[config.mk]
export PLATFORM = sky130hd
export DESIGN_NAME = mem_burst_reader
export DESIGN_NICKNAME = d
export VERILOG_FILES = /design/src/rtl/mem_io_pkg.sv /design/src/rtl/mem_rd_timer.sv /design/src/rtl/mem_burst_reader.sv
export SDC_FILE = /design/constraint.sdc
export NUM_CORES = 1
export LEC_CHECK = 0
export BUFFER_PORTS_ARGS = -buffer_cell sky130_fd_sc_hd__buf_2
export CORE_ASPECT_RATIO = 0.75
export CORE_MARGIN = 2
export CORE_UTILIZATION = 55
export DETAILED_ROUTE_END_ITERATION = 8
export PLACE_DENSITY = 0.82
export SLEW_MARGIN = 20
export SYNTH_ARGS = -nofsm -noshare
export SYNTH_HDL_FRONTEND = slang
export SYNTH_SLANG_ARGS = --single-unit
[constraint.sdc]
create_clock -name clk -period 4.3 [get_ports clk]
set_clock_uncertainty 0.2 [all_clocks]
set_input_delay 0.645 -clock clk [delete_from_list [all_inputs] [get_ports clk]]
set_output_delay 0.645 -clock clk [all_outputs]
set_load 0.005 [all_outputs]
[src/rtl/mem_io_pkg.sv]
// -----------------------------------------------------------------------------
// mem_io_pkg
// Shared definitions for the DCNN IO memory read path.
//   - state_t          : burst reader FSM states
//   - DEF_ADDR_W       : default memory address width
//   - DEF_DATA_W       : default memory word width
//   - DEF_LEN_W        : default burst length counter width
//   - DEF_TIMEOUT_CYC  : default read-completion timeout (MEM_TIMEOUT_EN builds)
// -----------------------------------------------------------------------------
package mem_io_pkg;

  localparam int DEF_ADDR_W      = 16;
  localparam int DEF_DATA_W      = 16;
  localparam int DEF_LEN_W       = 16;
  localparam int DEF_TIMEOUT_CYC = 256;

  typedef enum logic [2:0] {
    ST_IDLE,
    ST_REQ,
    ST_WAIT,
    ST_PUSH,
    ST_FIN
  } state_t;

endpackage

[src/rtl/mem_rd_timer.sv]
// -----------------------------------------------------------------------------
// mem_rd_timer
// Counts cycles spent waiting for a memory read completion. Used by
// mem_burst_reader only when MEM_TIMEOUT_EN is defined.
//
// Ports:
//   clk        : clock, posedge
//   RST        : asynchronous active-low reset
//   i_clear    : synchronous clear (asserted the cycle before waiting starts)
//   i_enable   : count this cycle (high while waiting)
//   o_expired  : high during the LIMIT-th enabled cycle since the last clear
// -----------------------------------------------------------------------------
module mem_rd_timer
  import mem_io_pkg::*;
#(
  parameter int LIMIT = DEF_TIMEOUT_CYC
) (
  input  logic clk,
  input  logic RST,
  input  logic i_clear,
  input  logic i_enable,
  output logic o_expired
);

  localparam int CNT_W = $clog2(LIMIT + 1);

  logic [CNT_W-1:0] r_cnt;

  always_ff @(posedge clk or negedge RST) begin
    if (!RST) begin
      r_cnt <= '0;
    end else if (i_clear) begin
      r_cnt <= '0;
    end else if (i_enable) begin
      r_cnt <= r_cnt + CNT_W'(1);
    end
  end

  // The count lags the enabled cycles by one, so LIMIT-1 marks the LIMIT-th
  // waiting cycle; the owner leaves the wait state on the following edge.
  assign o_expired = i_enable && (r_cnt == CNT_W'(LIMIT - 1));

endmodule

[src/rtl/mem_burst_reader.sv]
// -----------------------------------------------------------------------------
// mem_burst_reader
// Read-side initiator for the single-port DCNN input memory. Accepts a base
// address and a word count, reads the words one at a time over the memory's
// level-request / done-strobe handshake, and presents each word on a
// valid/ready stream.
//
// Build option: MEM_TIMEOUT_EN -- when defined, a read that sees no
// mem_rd_done for TIMEOUT_CYC waiting cycles ends the burst with err+done.
//
// Ports:
//   clk, RST         : clock (posedge), asynchronous active-low reset
//   start, abort     : burst start pulse (IDLE only), synchronous abort
//   base_addr, length: burst description, sampled on accepted start
//   mem_address      : read address to memory
//   mem_read_signal  : read request level, held until mem_rd_done
//   mem_dataout      : memory read data, valid with mem_rd_done
//   mem_rd_done      : single-cycle read completion strobe
//   out_valid/ready  : output stream handshake
//   out_data/last    : output word and end-of-burst marker
//   busy, done, err  : status (done/err are one-cycle pulses)
// -----------------------------------------------------------------------------
module mem_burst_reader
  import mem_io_pkg::*;
#(
  parameter int ADDR_W      = DEF_ADDR_W,
  parameter int DATA_W      = DEF_DATA_W,
  parameter int LEN_W       = DEF_LEN_W,
  parameter int TIMEOUT_CYC = DEF_TIMEOUT_CYC
) (
  input  logic              clk,
  input  logic              RST,
  input  logic              start,
  input  logic              abort,
  input  logic [ADDR_W-1:0] base_addr,
  input  logic [LEN_W-1:0]  length,
  output logic [ADDR_W-1:0] mem_address,
  output logic              mem_read_signal,
  input  logic [DATA_W-1:0] mem_dataout,
  input  logic              mem_rd_done,
  output logic              out_valid,
  input  logic              out_ready,
  output logic [DATA_W-1:0] out_data,
  output logic              out_last,
  output logic              busy,
  output logic              done,
  output logic              err
);

  state_t            r_state;
  state_t            w_next;
  logic [ADDR_W-1:0] r_addr;
  logic [LEN_W-1:0]  r_len;
  logic [LEN_W-1:0]  r_idx;
  logic [DATA_W-1:0] r_data;
  logic              w_last;
  logic              w_beat;
  logic              w_timeout;

  assign w_last = (r_idx == r_len - LEN_W'(1));
  assign w_beat = (r_state == ST_PUSH) && out_ready;

`ifdef MEM_TIMEOUT_EN
  logic w_expired;
  logic r_err;

  mem_rd_timer #(
    .LIMIT (TIMEOUT_CYC)
  ) u_timer (
    .clk       (clk),
    .RST       (RST),
    .i_clear   (r_state == ST_REQ),
    .i_enable  (r_state == ST_WAIT),
    .o_expired (w_expired)
  );

  assign w_timeout = w_expired;

  // Remembers that the burst is ending by timeout so err lines up with done.
  always_ff @(posedge clk or negedge RST) begin
    if (!RST) begin
      r_err <= 1'b0;
    end else begin
      r_err <= (r_state == ST_WAIT) && w_expired && !mem_rd_done && !abort;
    end
  end

  assign err = (r_state == ST_FIN) && r_err;
`else
  assign w_timeout = 1'b0;
  assign err       = 1'b0;
`endif

  // NOTE: sequential state uses non-blocking assignments so every register
  // samples pre-edge values regardless of block evaluation order.
  always_ff @(posedge clk or negedge RST) begin
    if (!RST) begin
      r_state <= ST_IDLE;
    end else begin
      r_state <= w_next;
    end
  end

  // NOTE: w_next gets its default before the case so no path leaves it
  // unassigned, which would otherwise infer a latch.
  always_comb begin
    w_next = r_state;
    case (r_state)
      ST_IDLE: if (start) w_next = (length == '0) ? ST_FIN : ST_REQ;
      ST_REQ:  w_next = ST_WAIT;
      ST_WAIT: begin
        if (mem_rd_done)    w_next = ST_PUSH;
        else if (w_timeout) w_next = ST_FIN;
      end
      ST_PUSH: if (out_ready) w_next = w_last ? ST_FIN : ST_REQ;
      ST_FIN:  w_next = ST_IDLE;
      default: w_next = ST_IDLE;
    endcase
    // Abort overrides everything; FIN already pulses done, so it still exits.
    if (abort && (r_state != ST_IDLE) && (r_state != ST_FIN)) w_next = ST_FIN;
  end

  // r_addr tracks base+idx directly; ADDR_W-bit increment gives the wrap.
  always_ff @(posedge clk or negedge RST) begin
    if (!RST) begin
      r_addr <= '0;
      r_len  <= '0;
      r_idx  <= '0;
      r_data <= '0;
    end else begin
      if ((r_state == ST_IDLE) && start) begin
        r_addr <= base_addr;
        r_len  <= length;
        r_idx  <= '0;
      end
      if ((r_state == ST_WAIT) && mem_rd_done && !abort) begin
        r_data <= mem_dataout;
      end
      if (w_beat && !w_last && !abort) begin
        r_idx  <= r_idx + LEN_W'(1);
        r_addr <= r_addr + ADDR_W'(1);
      end
    end
  end

  assign mem_address     = r_addr;
  assign mem_read_signal = (r_state == ST_REQ) || (r_state == ST_WAIT);
  assign out_valid       = (r_state == ST_PUSH);
  assign out_last        = (r_state == ST_PUSH) && w_last;
  assign out_data        = r_data;
  assign busy            = (r_state != ST_IDLE);
  assign done            = (r_state == ST_FIN);

endmodule
==> results of run 1 <==
-- cells in the final DEF, fill, tap and decap left out, types with 4 or more instances in the layout --
master / Yosys / layout
sky130_fd_sc_hd__xnor2_1: 17 / 17
sky130_fd_sc_hd__mux2_2: 17 / 17
sky130_fd_sc_hd__a221o_1: 4 / 4
sky130_fd_sc_hd__or4_1: 4 / 4
sky130_fd_sc_hd__a22o_1: 8 / 8
sky130_fd_sc_hd__or3_1: 14 / 14
sky130_fd_sc_hd__nor2_1: 17 / 17
sky130_fd_sc_hd__clkbuf_8: 0 / 9
sky130_fd_sc_hd__buf_4: 1 / 6
sky130_fd_sc_hd__a31oi_1: 9 / 9
sky130_fd_sc_hd__o21ai_0: 17 / 17
sky130_fd_sc_hd__buf_2: 2 / 90
sky130_fd_sc_hd__a21oi_1: 16 / 16
sky130_fd_sc_hd__or2_2: 8 / 8
sky130_fd_sc_hd__xor2_1: 9 / 9
sky130_fd_sc_hd__nor4_1: 8 / 7
sky130_fd_sc_hd__o22ai_1: 6 / 6
sky130_fd_sc_hd__a21o_1: 13 / 13
sky130_fd_sc_hd__nand2_1: 75 / 75
sky130_fd_sc_hd__nor3_1: 20 / 20
sky130_fd_sc_hd__and3_1: 14 / 14
sky130_fd_sc_hd__nand4_1: 6 / 6
sky130_fd_sc_hd__mux2i_1: 7 / 7
sky130_fd_sc_hd__dfrtp_1: 67 / 67
sky130_fd_sc_hd__nand3_1: 29 / 29
sky130_fd_sc_hd__nand3b_1: 6 / 6
sky130_fd_sc_hd__inv_1: 9 / 9
-- worst max-delay path: stages, from the launching register on --
cell and delay [ps]:
sky130_fd_sc_hd__dfrtp_1 460, sky130_fd_sc_hd__inv_1 110, sky130_fd_sc_hd__ha_1 310, sky130_fd_sc_hd__inv_1 110, sky130_fd_sc_hd__or4_1 560, sky130_fd_sc_hd__a211oi_2 260
sky130_fd_sc_hd__a2bb2oi_1 330, sky130_fd_sc_hd__nand3_1 330, sky130_fd_sc_hd__nor2_1 210, sky130_fd_sc_hd__buf_2 150
-- sequential cells by signal, indices dropped and copies added, names as in the netlist --
signal / count
mem_address: 16
r_state: 3
out_data: 16
r_len: 16
r_idx: 16
-- path summary, 6_finish.rpt --
check	startpoint	end
min reg2reg	out_data[8]$_DFFE_PN0P_	out_data[8]$_DFFE_PN0P_
min in group clk	length[3]	r_len[3]$_DFFE_PN0P_
min	RST	mem_address[15]$_DFFE_PN0P_
max in group asynchronous	RST	r_idx[10]$_DFFE_PN0P_
max	r_len[0]$_DFFE_PN0P_	out_last
max reg2reg	r_len[2]$_DFFE_PN0P_	r_idx[0]$_DFFE_PN0P_
-- cell families (layout without fill, tap and decap cells) --
family / after synthesis / count (layout) / share of synthesized area (%)
adders and majority gates: 3 / 3 / 0.898
buffers and inverters: 36 / 121 / 3.92
AOI/OAI and AO/OA: 98 / 98 / 16.6
other: 1 / 1 / 0.0897
xor gates and xnor gates: 26 / 26 / 5.45
muxes: 24 / 24 / 6.26
DFF: 67 / 67 / 40.1
and+or+nand+nor: 218 / 218 / 26.7
-- per-layer routing --
metal	track usage, %	wire [um]
met1	36.8	4880
met2	44.2	4990
met3	6.94	892
met4	10.5	262
met5	0	0
-- power by group --
group	switching (mW)	internal, mW
logic	0.685	0.588
clock network	0.284	0.277
registers	0.311	0.864
total	1.28	1.73
-- what timing repair did --
action,4_1_cts,5_1_grt
setup buffers,0,0
resized for setup,0,1
setup endpoints to repair,0,1
hold endpoints to repair,0,0
-- through the flow --
step,cell area (um^2),setup WS (ps),power (mW),cells
finish,4900,282,3.01,659
global route,4900,109,3.24,659
CTS,4890,203,2.99,659
detailed placement,4680,622,2.42,643
global placement,4680,740,2.36,643
floorplan,4180,1030,1.98,473
-- area by class of cell --
cell class | count | area [um^2] | share of cell area [%]
Inverter | 9 | 33.8 | 0.690
Timing Repair Buffer | 96 | 495 | 10.1
Tap cell | 101 | 126 | 2.58
Multi-Input combinational cell | 370 | 2360 | 48.2
Sequential cell | 67 | 1680 | 34.2
Clock buffer | 9 | 124 | 2.53
Clock inverter | 7 | 82.6 | 1.69
==> summary.txt, run 1 <==
Run status
  • Run status: complete, no violations

Power and ir drop
  • Pleak: 2.31 nW
  • Power per standard cell area: 614 nW/um^2
  • Peak ir drop on the vdd network: 332 uV

STA
  • Fin crit share: 93.4%
  • Post-route setup TNS: 0 ps
  • Final Hold Fails: 0
  • Normalized max-slew margin: 39.8%
  • Transition time at the pin with the least slew margin: 902 ps
  • Fmax: 0.249 GHz
  • Setup repair after global routing missed its margin: no
  • Final critical path time including I/O delays and setup: 4020 ps
  • Worst-case hold slack: 157 ps
  • Total setup violations reported at the end of the flow: 0
  • Final-report max-slew violation count: 0

Synthesis
  • Cell type with the largest total area after synthesis: sky130_fd_sc_hd__dfrtp_1
  • Library cells used by synthesis: 58
  • Yosys top cell area share: 40.1%
  • Post-synthesis sequential area ratio: 40.1%
  • Mapped Cells: 473
  • Syn Nets: 530
  • Synth warn: 0
  • Share of flip-flops with an asynchronous set or reset: 100%
  • Number of synthesized flops with an enable pin: 0
  • Library cell with the highest instance count after synthesis: sky130_fd_sc_hd__nand2_1
  • Syn_area_per_cell: 8.84 um^2
  • Flip-flop and latch count after synthesis: 67
  • Area contributors post-synth: sky130_fd_sc_hd__dfrtp_1 (40%), sky130_fd_sc_hd__nand2_1 (6.7%), sky130_fd_sc_hd__mux2_2 (4.6%)
  • Primary FF master, synth: sky130_fd_sc_hd__dfrtp_1
  • Post-Synthesis Cell Area: 4180 um^2
  • Post-synth top cells: sky130_fd_sc_hd__nand2_1 (75), sky130_fd_sc_hd__dfrtp_1 (67), sky130_fd_sc_hd__nand3_1 (29)

Detailed routing
  • Post-route DRC: 0
  • First-iteration detailed-routing DRC count: 309
  • Detail-routed net length per standard cell: 16.7 um
  • Number of nets with antenna violations after routing: 0
  • Total iterations of the first detailed-routing run: 5
  • Routed vias: 4007
  • Final wirelength: 11000 um
  • Ratio of routed vias to standard cells: 6.08

Die
  • Starting Density: 56.7%
  • Die H: 79.5 um
  • IO Count: 92
  • Full die area: 8320 um^2
  • Horizontal die dimension: 105 um
  • Core footprint: 7360 um^2
  • Std cell rows: 27

Worst setup path
  • Endpoint arrival time on the critical path: 3170 ps
  • CP endpoint kind: primary output
  • Critical Path Fanout Max: 8
  • Crit path kind: reg2out
  • Minimum setup slack among reg-to-reg paths: 660 ps
  • Critical Path RT: 3450 ps
  • Worst Reg2Reg Path Length in Cells: 7
  • Type of element launching the critical path: flip-flop

Placement
  • GPL Wtd Cong: 0.910
  • Input/output buffers: 90
  • Final HPWL from detailed placement: 7900 um

Finish
  • Number of nets in the finished design: 610
  • End-of-flow core utilization: 66.5%
  • Antenna cell count: 0
  • Fraction of final layout cells sized beyond drive strength 1: 26.3%
  • Layout overhead on the synthesized area: 17.2%
  • Filler cell count in the final layout: 616

Clock network
  • TritonCTS clock tree: yes
  • Root buffer cell: sky130_fd_sc_hd__clkbuf_8
  • Htree depth: 3
  • Later-pin clock latency in the skew report: 350 ps
  • Cts hold-fix bufs: 0
  • Clock-pin slew on the worst setup and hold paths: 90 ps
  • Num CTS Buffers: 9
  • Max Root-Sink Buffers: 2
  • Sinks on the clock net: 67

Global route
  • Global-route wire length before repair: 18600 um
  • Initial antenna violation count: 0
  • Total grt overflow: 0
  • Pin count of the biggest net entering global routing: 36
  • GRT Util Overall: 27.7%
  • Number of global-route vias before repair: 3908

Worst hold path
  • Hold/Removal Path Class: in2async

Flow run
  • Maximum Capacitance Violations: 0
(Power assumes the default switching activity.)
==> inputs of run 2 (changes only) <==
==> constraint.sdc (replaced) <==
create_clock -name clk -period 3.9 [get_ports clk]
set_clock_uncertainty 0.2 [all_clocks]
set_input_delay 0.585 -clock clk [delete_from_list [all_inputs] [get_ports clk]]
set_output_delay 0.585 -clock clk [all_outputs]
set_load 0.005 [all_outputs]
==> run 2 against run 1 <==
Sequential share of layout area shrank 0.19 points. Final cell count increased by 0.61%. Non-clock buffer count increased by 4. Register-to-register slack worse by 320 ps. Clock-buffer cell count unchanged. Sequential power up 12%. Critical path depth shrank 2. Final area rose by 0.56%. Wire length is 0.62% higher. Combinational power is 11% higher. Critical endpoint unchanged.
==> summary.txt, run 2 (synthesis results as in run 1) <==
Power and ir drop
  • Proportion of power drawn by flip-flops and latches: 39.1% (was 39.0%)
  • Peak ir drop on the vdd network: 363 uV (was 332 uV)
  • Part of the total power dissipated in combinational logic: 42.3% (about the same)
  • Internal power: 1.91 mW (was 1.73 mW)
  • Total chip power: 3.34 mW (was 3.01 mW)
  • Clk pwr share: 18.6% (about the same)
  • Power per standard cell area: 678 nW/um^2 (was 614 nW/um^2)
  • Switch Pwr: 1.43 mW (was 1.28 mW)
  • Switching power as a share of total power: 42.7% (was 42.5%)
  • Pleak: 2.33 nW (was 2.31 nW)

STA
  • Normalized max-slew margin: 48.3% (was 39.8%)
  • Final critical path time including I/O delays and setup: 3720 ps
  • Transition time at the pin with the least slew margin: 776 ps (was 902 ps)
  • Final-report max-slew violation count: 0 (unchanged)
  • Fin crit share: 95.5%
  • Post-route setup TNS: 0 ps (unchanged)
  • Fmax: 0.269 GHz
  • Setup repair after global routing missed its margin: no (unchanged)
  • Total setup violations reported at the end of the flow: 0 (unchanged)
  • Final Hold Fails: 0 (unchanged)

Run status
  • Run status: complete, no violations (unchanged)

Global route
  • Total grt overflow: 0 (unchanged)
  • Global-route wire length before repair: 18100 um (was 18600 um)
  • GRT Util Overall: 27.3% (was 27.7%)
  • Initial antenna violation count: 0 (unchanged)
  • Pin count of the biggest net entering global routing: 40 (was 36)
  • Number of global-route vias before repair: 3750 (was 3908)

Placement
  • GPL Wtd Cong: 1.01 (was 0.910)
  • Input/output buffers: 90 (unchanged)
  • Final HPWL from detailed placement: 7980 um (was 7900 um)

Die
  • Starting Density: 56.7% (unchanged)
  • Die H: 79.5 um (unchanged)
  • Core footprint: 7360 um^2 (unchanged)
  • Full die area: 8320 um^2 (unchanged)
  • Std cell rows: 27 (unchanged)
  • IO Count: 92 (unchanged)
  • Horizontal die dimension: 105 um (unchanged)

Worst setup path
  • Endpoint arrival time on the critical path: 2940 ps (was 3170 ps)
  • Critical Path RT: 3120 ps (was 3450 ps)
  • Worst Reg2Reg Path Length in Cells: 7 (unchanged)
  • Minimum setup slack among reg-to-reg paths: 340 ps (was 660 ps)
  • Type of element launching the critical path: flip-flop (unchanged)
  • Endpoint of the lowest-slack register-to-register path: r_idx[0]$_DFFE_PN0P_ (unchanged)
  • CP endpoint kind: primary output (unchanged)
  • Critical Path Fanout Max: 10 (was 8)
  • Startpoint of the most critical register-to-register path: r_len[9]$_DFFE_PN0P_ (was r_len[2]$_DFFE_PN0P_)
  • Crit path kind: reg2out (unchanged)

Finish
  • Number of nets in the finished design: 614 (was 610)
  • Fraction of final layout cells sized beyond drive strength 1: 26.9% (was 26.3%)
  • End-of-flow core utilization: 66.9% (was 66.5%)
  • Highest-count cells in the layout ignoring fill and taps: sky130_fd_sc_hd__buf_2 (90), sky130_fd_sc_hd__nand2_1 (75), sky130_fd_sc_hd__dfrtp_1 (67) (unchanged)
  • Antenna cell count: 0 (unchanged)
  • Layout overhead on the synthesized area: 17.8% (was 17.2%)
  • Most common cell after layout, fill and taps aside: sky130_fd_sc_hd__buf_2 (unchanged)

Clock network
  • Sinks on the clock net: 67 (unchanged)
  • Max Root-Sink Buffers: 2 (unchanged)
  • Htree depth: 3 (unchanged)
  • Num CTS Buffers: 9 (unchanged)
  • Cts hold-fix bufs: 0 (unchanged)
  • TritonCTS clock tree: yes (unchanged)
  • Root buffer cell: sky130_fd_sc_hd__clkbuf_8 (unchanged)
  • Setup fix buffers added after clock tree synthesis: 0 (unchanged)
  • Clock-pin slew on the worst setup and hold paths: 80 ps (was 90 ps)
  • Post-cts gate resize count: 0 (unchanged)
  • Later-pin clock latency in the skew report: 360 ps (was 350 ps)

Detailed routing
  • Total iterations of the first detailed-routing run: 5 (unchanged)
  • Final wirelength: 11100 um (was 11000 um)
  • First-iteration detailed-routing DRC count: 315 (was 309)
  • Detail-routed net length per standard cell: 16.7 um (about the same)
  • Post-route DRC: 0 (unchanged)
  • Routed vias: 4065 (was 4007)
  • Ratio of routed vias to standard cells: 6.13 (was 6.08)
  • Number of nets with antenna violations after routing: 0 (unchanged)

Flow run
  • Maximum Capacitance Violations: 0 (unchanged)

Worst hold path
  • Hold/Removal Path Class: in2async (unchanged)
==> run 2: cell count changes in the layout (fill, tap and decap cells not counted) <==
cell                         change
sky130_fd_sc_hd__nor4_1          +1
sky130_fd_sc_hd__clkinv_4        -2
sky130_fd_sc_hd__nor4_2          -1
sky130_fd_sc_hd__inv_6           +1
sky130_fd_sc_hd__buf_4           +4
sky130_fd_sc_hd__clkinvlp_4      +1
sky130_fd_sc_hd__nor3b_2         +1
sky130_fd_sc_hd__nor3b_1         -1
==> run 2: area by class of cell <==
class / count / area, um^2
Fill cell: 635 / 2440
Inverter: 9 / 33.8
Clock inverter: 7 / 81.3
Sequential cell: 67 / 1680
Multi-Input combinational cell: 370 / 2360
Tap cell: 101 / 126
Timing Repair Buffer: 100 / 526
Clock buffer: 9 / 124
==> run 2: stage by stage <==
| stage | area (um^2) | hold slack, ps | cells | setup WS [ps] |
|---|---|---|---|---|
| after floorplan | 4180 | 89.4 | 473 | 690 |
| after global placement | 4710 | 281 | 647 | 551 |
| after detailed placement | 4710 | 288 | 647 | 457 |
| after CTS | 4920 | 117 | 663 | 122 |
| after global routing | 4920 | 153 | 663 | 3.35 |
| final | 4920 | 97.8 | 663 | 176 |
==> run 2: power groups by stage <==
stage               combinational (mW)  sequential [mW]  clock, mW
floorplan                        0.968             1.22          0
global placement                  1.35             1.28          0
detailed placement                1.39             1.30          0
CTS                               1.41             1.29      0.627
global route                      1.57             1.34      0.660
finish                            1.41             1.31      0.621
==> run 2: worst max path at each step <==
| stage | startpoint | to | slack [ps] | depth (start not counted) |
|---|---|---|---|---|
| after floorplan | r_len[0]$_DFFE_PN0P_ | out_last | 690 | 9 |
| after global placement | r_len[9]$_DFFE_PN0P_ | r_idx[0]$_DFFE_PN0P_ | 550 | 7 |
| after detailed placement | r_len[9]$_DFFE_PN0P_ | r_idx[0]$_DFFE_PN0P_ | 460 | 7 |
| after CTS | r_len[0]$_DFFE_PN0P_ | out_last | 120 | 10 |
| after global routing | r_len[1]$_DFFE_PN0P_ | out_last | 3 | 10 |
| final | r_len[2]$_DFFE_PN0P_ | out_last | 180 | 7 |
==> run 2: layer usage <==
metal | up-vias | part of all wire (%) | global-route usage, % | wire (um)
met5 | - | 0 | 0 | 0
met1 | 1964 | 44 | 37.1 | 4910
met2 | 190 | 46 | 44.3 | 5130
li1 | 1895 | - | - | -
met4 | 0 | 1.4 | 6.67 | 160
met3 | 16 | 8.0 | 6.94 | 887
==> run 2: critical path, cell delays in order (launching register included) <==
cell and delay [ps]:
sky130_fd_sc_hd__dfrtp_1 500, sky130_fd_sc_hd__or4_4 590, sky130_fd_sc_hd__or4_1 450, sky130_fd_sc_hd__a211oi_2 250, sky130_fd_sc_hd__a2bb2oi_1 350, sky130_fd_sc_hd__nand3_1 180
sky130_fd_sc_hd__nor2_1 130, sky130_fd_sc_hd__buf_2 130
==> inputs of run 3 (changes only) <==
--- a/config.mk
+++ b/config.mk
@@ -6,11 +6,13 @@
 export NUM_CORES = 1
 export LEC_CHECK = 0
 export BUFFER_PORTS_ARGS = -buffer_cell sky130_fd_sc_hd__buf_2
+export CELL_PAD_IN_SITES_DETAIL_PLACEMENT = 0
+export CELL_PAD_IN_SITES_GLOBAL_PLACEMENT = 1
 export CORE_ASPECT_RATIO = 0.75
 export CORE_MARGIN = 2
-export CORE_UTILIZATION = 55
+export CORE_UTILIZATION = 41
 export DETAILED_ROUTE_END_ITERATION = 8
-export PLACE_DENSITY = 0.82
+export PLACE_DENSITY = 0.89
 export SLEW_MARGIN = 20
 export SYNTH_ARGS = -nofsm -noshare
 export SYNTH_HDL_FRONTEND = slang
==> run 3 against run 2 <==
Largest power group unchanged. Final area rose by 3.0%. Power grew 5.9%. Clock power increased by 33%. Via count shrank 3.4%. Maximum frequency rose by 1.6%. Worst hold slack got worse by 110 ps. The run now ends with hold timing left. First-iteration DRC count is 15% lower. Core utilization shrank 15 points.
==> summary.txt, run 3 (synthesis results as in run 1) <==
Run status
  • Run status: finished, violations left (was complete, no violations)
  • Violations in the final reports: hold timing

Detailed routing
  • First-iteration detailed-routing DRC count: 267 (was 315)
  • Detail-routed net length per standard cell: 16.4 um (was 16.7 um)
  • Total iterations of the first detailed-routing run: 5 (unchanged)
  • Post-route DRC: 0 (unchanged)
  • Sum of met2 wire segment lengths after detailed routing: 5280 um (was 5130 um)
  • Number of nets with antenna violations after routing: 0 (unchanged)
  • Routed vias: 3928 (was 4065)
  • Wire length the detailed router placed on met1: 5420 um (was 4910 um)
  • Ratio of routed vias to standard cells: 5.66 (was 6.13)
  • Final wirelength: 11400 um (was 11100 um)
  • Detail Route met3 WL: 519 um (was 887 um)
  • Top routing layer used: met4 (unchanged)

Placement
  • Placed cells: 678 (was 647)
  • Input/output buffers: 90 (unchanged)
  • Placed Instance Area: 4750 um^2 (was 4710 um^2)
  • Final HPWL from detailed placement: 8240 um (was 7980 um)
  • GPL Wtd Cong: 0.910 (was 1.01)
  • Worst slack at placement: 418 ps (was 457 ps)

Worst setup path
  • Critical Path Fanout Max: 8 (was 10)
  • CP endpoint kind: primary output (unchanged)
  • Launching element of the worst setup path: r_len[0]$_DFFE_PN0P_ (was r_len[2]$_DFFE_PN0P_)
  • Critical Path Slowest Stage Cell: sky130_fd_sc_hd__or4_1 (was sky130_fd_sc_hd__or4_4)
  • Dominant cell type by count on the critical path: sky130_fd_sc_hd__inv_1
  • Minimum setup slack among reg-to-reg paths: 400 ps (was 340 ps)
  • Endpoint arrival time on the critical path: 2880 ps (was 2940 ps)
  • Type of element launching the critical path: flip-flop (unchanged)
  • Cell-by-cell trace of the critical path: inv_1 > ha_1 > inv_1 > or4_1 > a211oi_2 > a2bb2oi_2 > nand3_1 > nor2_1 > buf_2 (was or4_4 > or4_1 > a211oi_2 > a2bb2oi_1 > nand3_1 > nor2_1 > buf_2)
  • Startpoint of the most critical register-to-register path: r_len[0]$_DFFE_PN0P_ (was r_len[9]$_DFFE_PN0P_)
  • Critical Path RT: 3120 ps (about the same)
  • Crit path kind: reg2out (unchanged)
  • Delay contributed by the slowest stage of the critical path: 550 ps (was 590 ps)

Clock network
  • Max Root-Sink Buffers: 2 (unchanged)
  • TritonCTS clock tree: yes (unchanged)
  • Num CTS Buffers: 9 (unchanged)
  • Clock-pin slew on the worst setup and hold paths: 60 ps (was 80 ps)
  • Htree depth: 3 (unchanged)
  • Later-pin clock latency in the skew report: 340 ps (was 360 ps)
  • Root buffer cell: sky130_fd_sc_hd__clkbuf_16 (was sky130_fd_sc_hd__clkbuf_8)
  • Sinks on the clock net: 67 (unchanged)

Power and ir drop
  • Total chip power: 3.54 mW (was 3.34 mW)
  • Peak ir drop on the vdd network: 327 uV (was 363 uV)
  • Pleak: 2.38 nW (was 2.33 nW)
  • Power per standard cell area: 698 nW/um^2 (was 678 nW/um^2)

Die
  • Core footprint: 9770 um^2 (was 7360 um^2)
  • Die H: 91.4 um (was 79.5 um)
  • Full die area: 11000 um^2 (was 8320 um^2)
  • Starting Density: 42.8% (was 56.7%)
  • IO Count: 92 (unchanged)
  • Horizontal die dimension: 121 um (was 105 um)
  • Std cell rows: 31 (was 27)

Finish
  • Final instance area: 5070 um^2 (was 4920 um^2)
  • End-of-flow core utilization: 51.9% (was 66.9%)
  • Antenna cell count: 0 (unchanged)
  • Final instance count without filler cells: 694 (was 663)
  • Fraction of final layout cells sized beyond drive strength 1: 27.2% (was 26.9%)
  • Most common cell after layout, fill and taps aside: sky130_fd_sc_hd__buf_2 (unchanged)
  • Number of nets in the finished design: 614 (unchanged)
  • Highest-count cells in the layout ignoring fill and taps: sky130_fd_sc_hd__buf_2 (90), sky130_fd_sc_hd__nand2_1 (75), sky130_fd_sc_hd__dfrtp_1 (67) (unchanged)
  • Layout overhead on the synthesized area: 21.3% (was 17.8%)

Global route
  • Total grt overflow: 0 (unchanged)
  • Global-route wire length before repair: 18900 um (was 18100 um)
  • GRT Util Overall: 21.4% (was 27.3%)
  • Pin count of the biggest net entering global routing: 49 (was 40)
  • Initial antenna violation count: 0 (unchanged)
  • Number of global-route vias before repair: 3839 (was 3750)

STA
  • Final critical path time including I/O delays and setup: 3660 ps (was 3720 ps)
  • Normalized max-slew margin: 49.5% (was 48.3%)
  • Total setup violations reported at the end of the flow: 0 (unchanged)
  • Post-route worst setup slack: 236 ps (was 176 ps)
  • Fmax: 0.273 GHz (was 0.269 GHz)
  • Final-report max-slew violation count: 0 (unchanged)
  • Post-route setup TNS: 0 ps (unchanged)
  • Setup repair after global routing missed its margin: no (unchanged)
  • Transition time at the pin with the least slew margin: 755 ps (was 776 ps)
  • Final Hold Fails: 19 (was 0)
  • Worst-case hold slack: -9.41 ps (was 97.8 ps)
  • Fin crit share: 93.9% (was 95.5%)

Worst hold path
  • Hold/Removal Path Class: in2async (unchanged)

Flow run
  • Maximum Capacitance Violations: 0 (unchanged)
[run 3: worst paths after layout]
check	end	cells past startpoint
max	out_last	9
max reg2reg	r_idx[0]$_DFFE_PN0P_	9
min reg2reg	out_data[7]$_DFFE_PN0P_	1
max in group asynchronous	mem_address[1]$_DFFE_PN0P_	2
min in group clk	r_len[7]$_DFFE_PN0P_	3
min	r_idx[15]$_DFFE_PN0P_	1
[run 3: final cells by class]
type                       count  area (um^2)
fill                         926         4700
multi-input combinational    370         2370
sequential                    67         1680
timing repair buffer         100          526
clock buffer                   9          225
tap                          132          165
clock inverter                 7         75.1
inverter                       9         33.8
[run 3: timing repair]
action / CTS / global route
resized for setup: 0 / 3
buffers inserted: 0 / 0
endpoints found under the hold margin: 0 / 0
hold buffers: 0 / 0
endpoints found under the setup margin: 0 / 1
[run 3: critical path: cells and delay by family (launching register included)]
family	cells	cell delay, ps
simple gates	3	880
compound gates	2	550
fa+ha+maj	1	320
flops	1	440
buf+inv	3	360
[run 3: where the power goes]
group          internal, mW  switching (mW)
clock                 0.499           0.330
combinational         0.656           0.754
sequential            0.954           0.344
[run 3: routing by layer]
| metal | up-vias | track usage (%) |
|---|---|---|
| met5 | - | 0 |
| met4 | 0 | 5.91 |
| met3 | 16 | 4.21 |
| met2 | 96 | 33.2 |
| met1 | 1919 | 30.2 |
| li1 | 1897 | - |
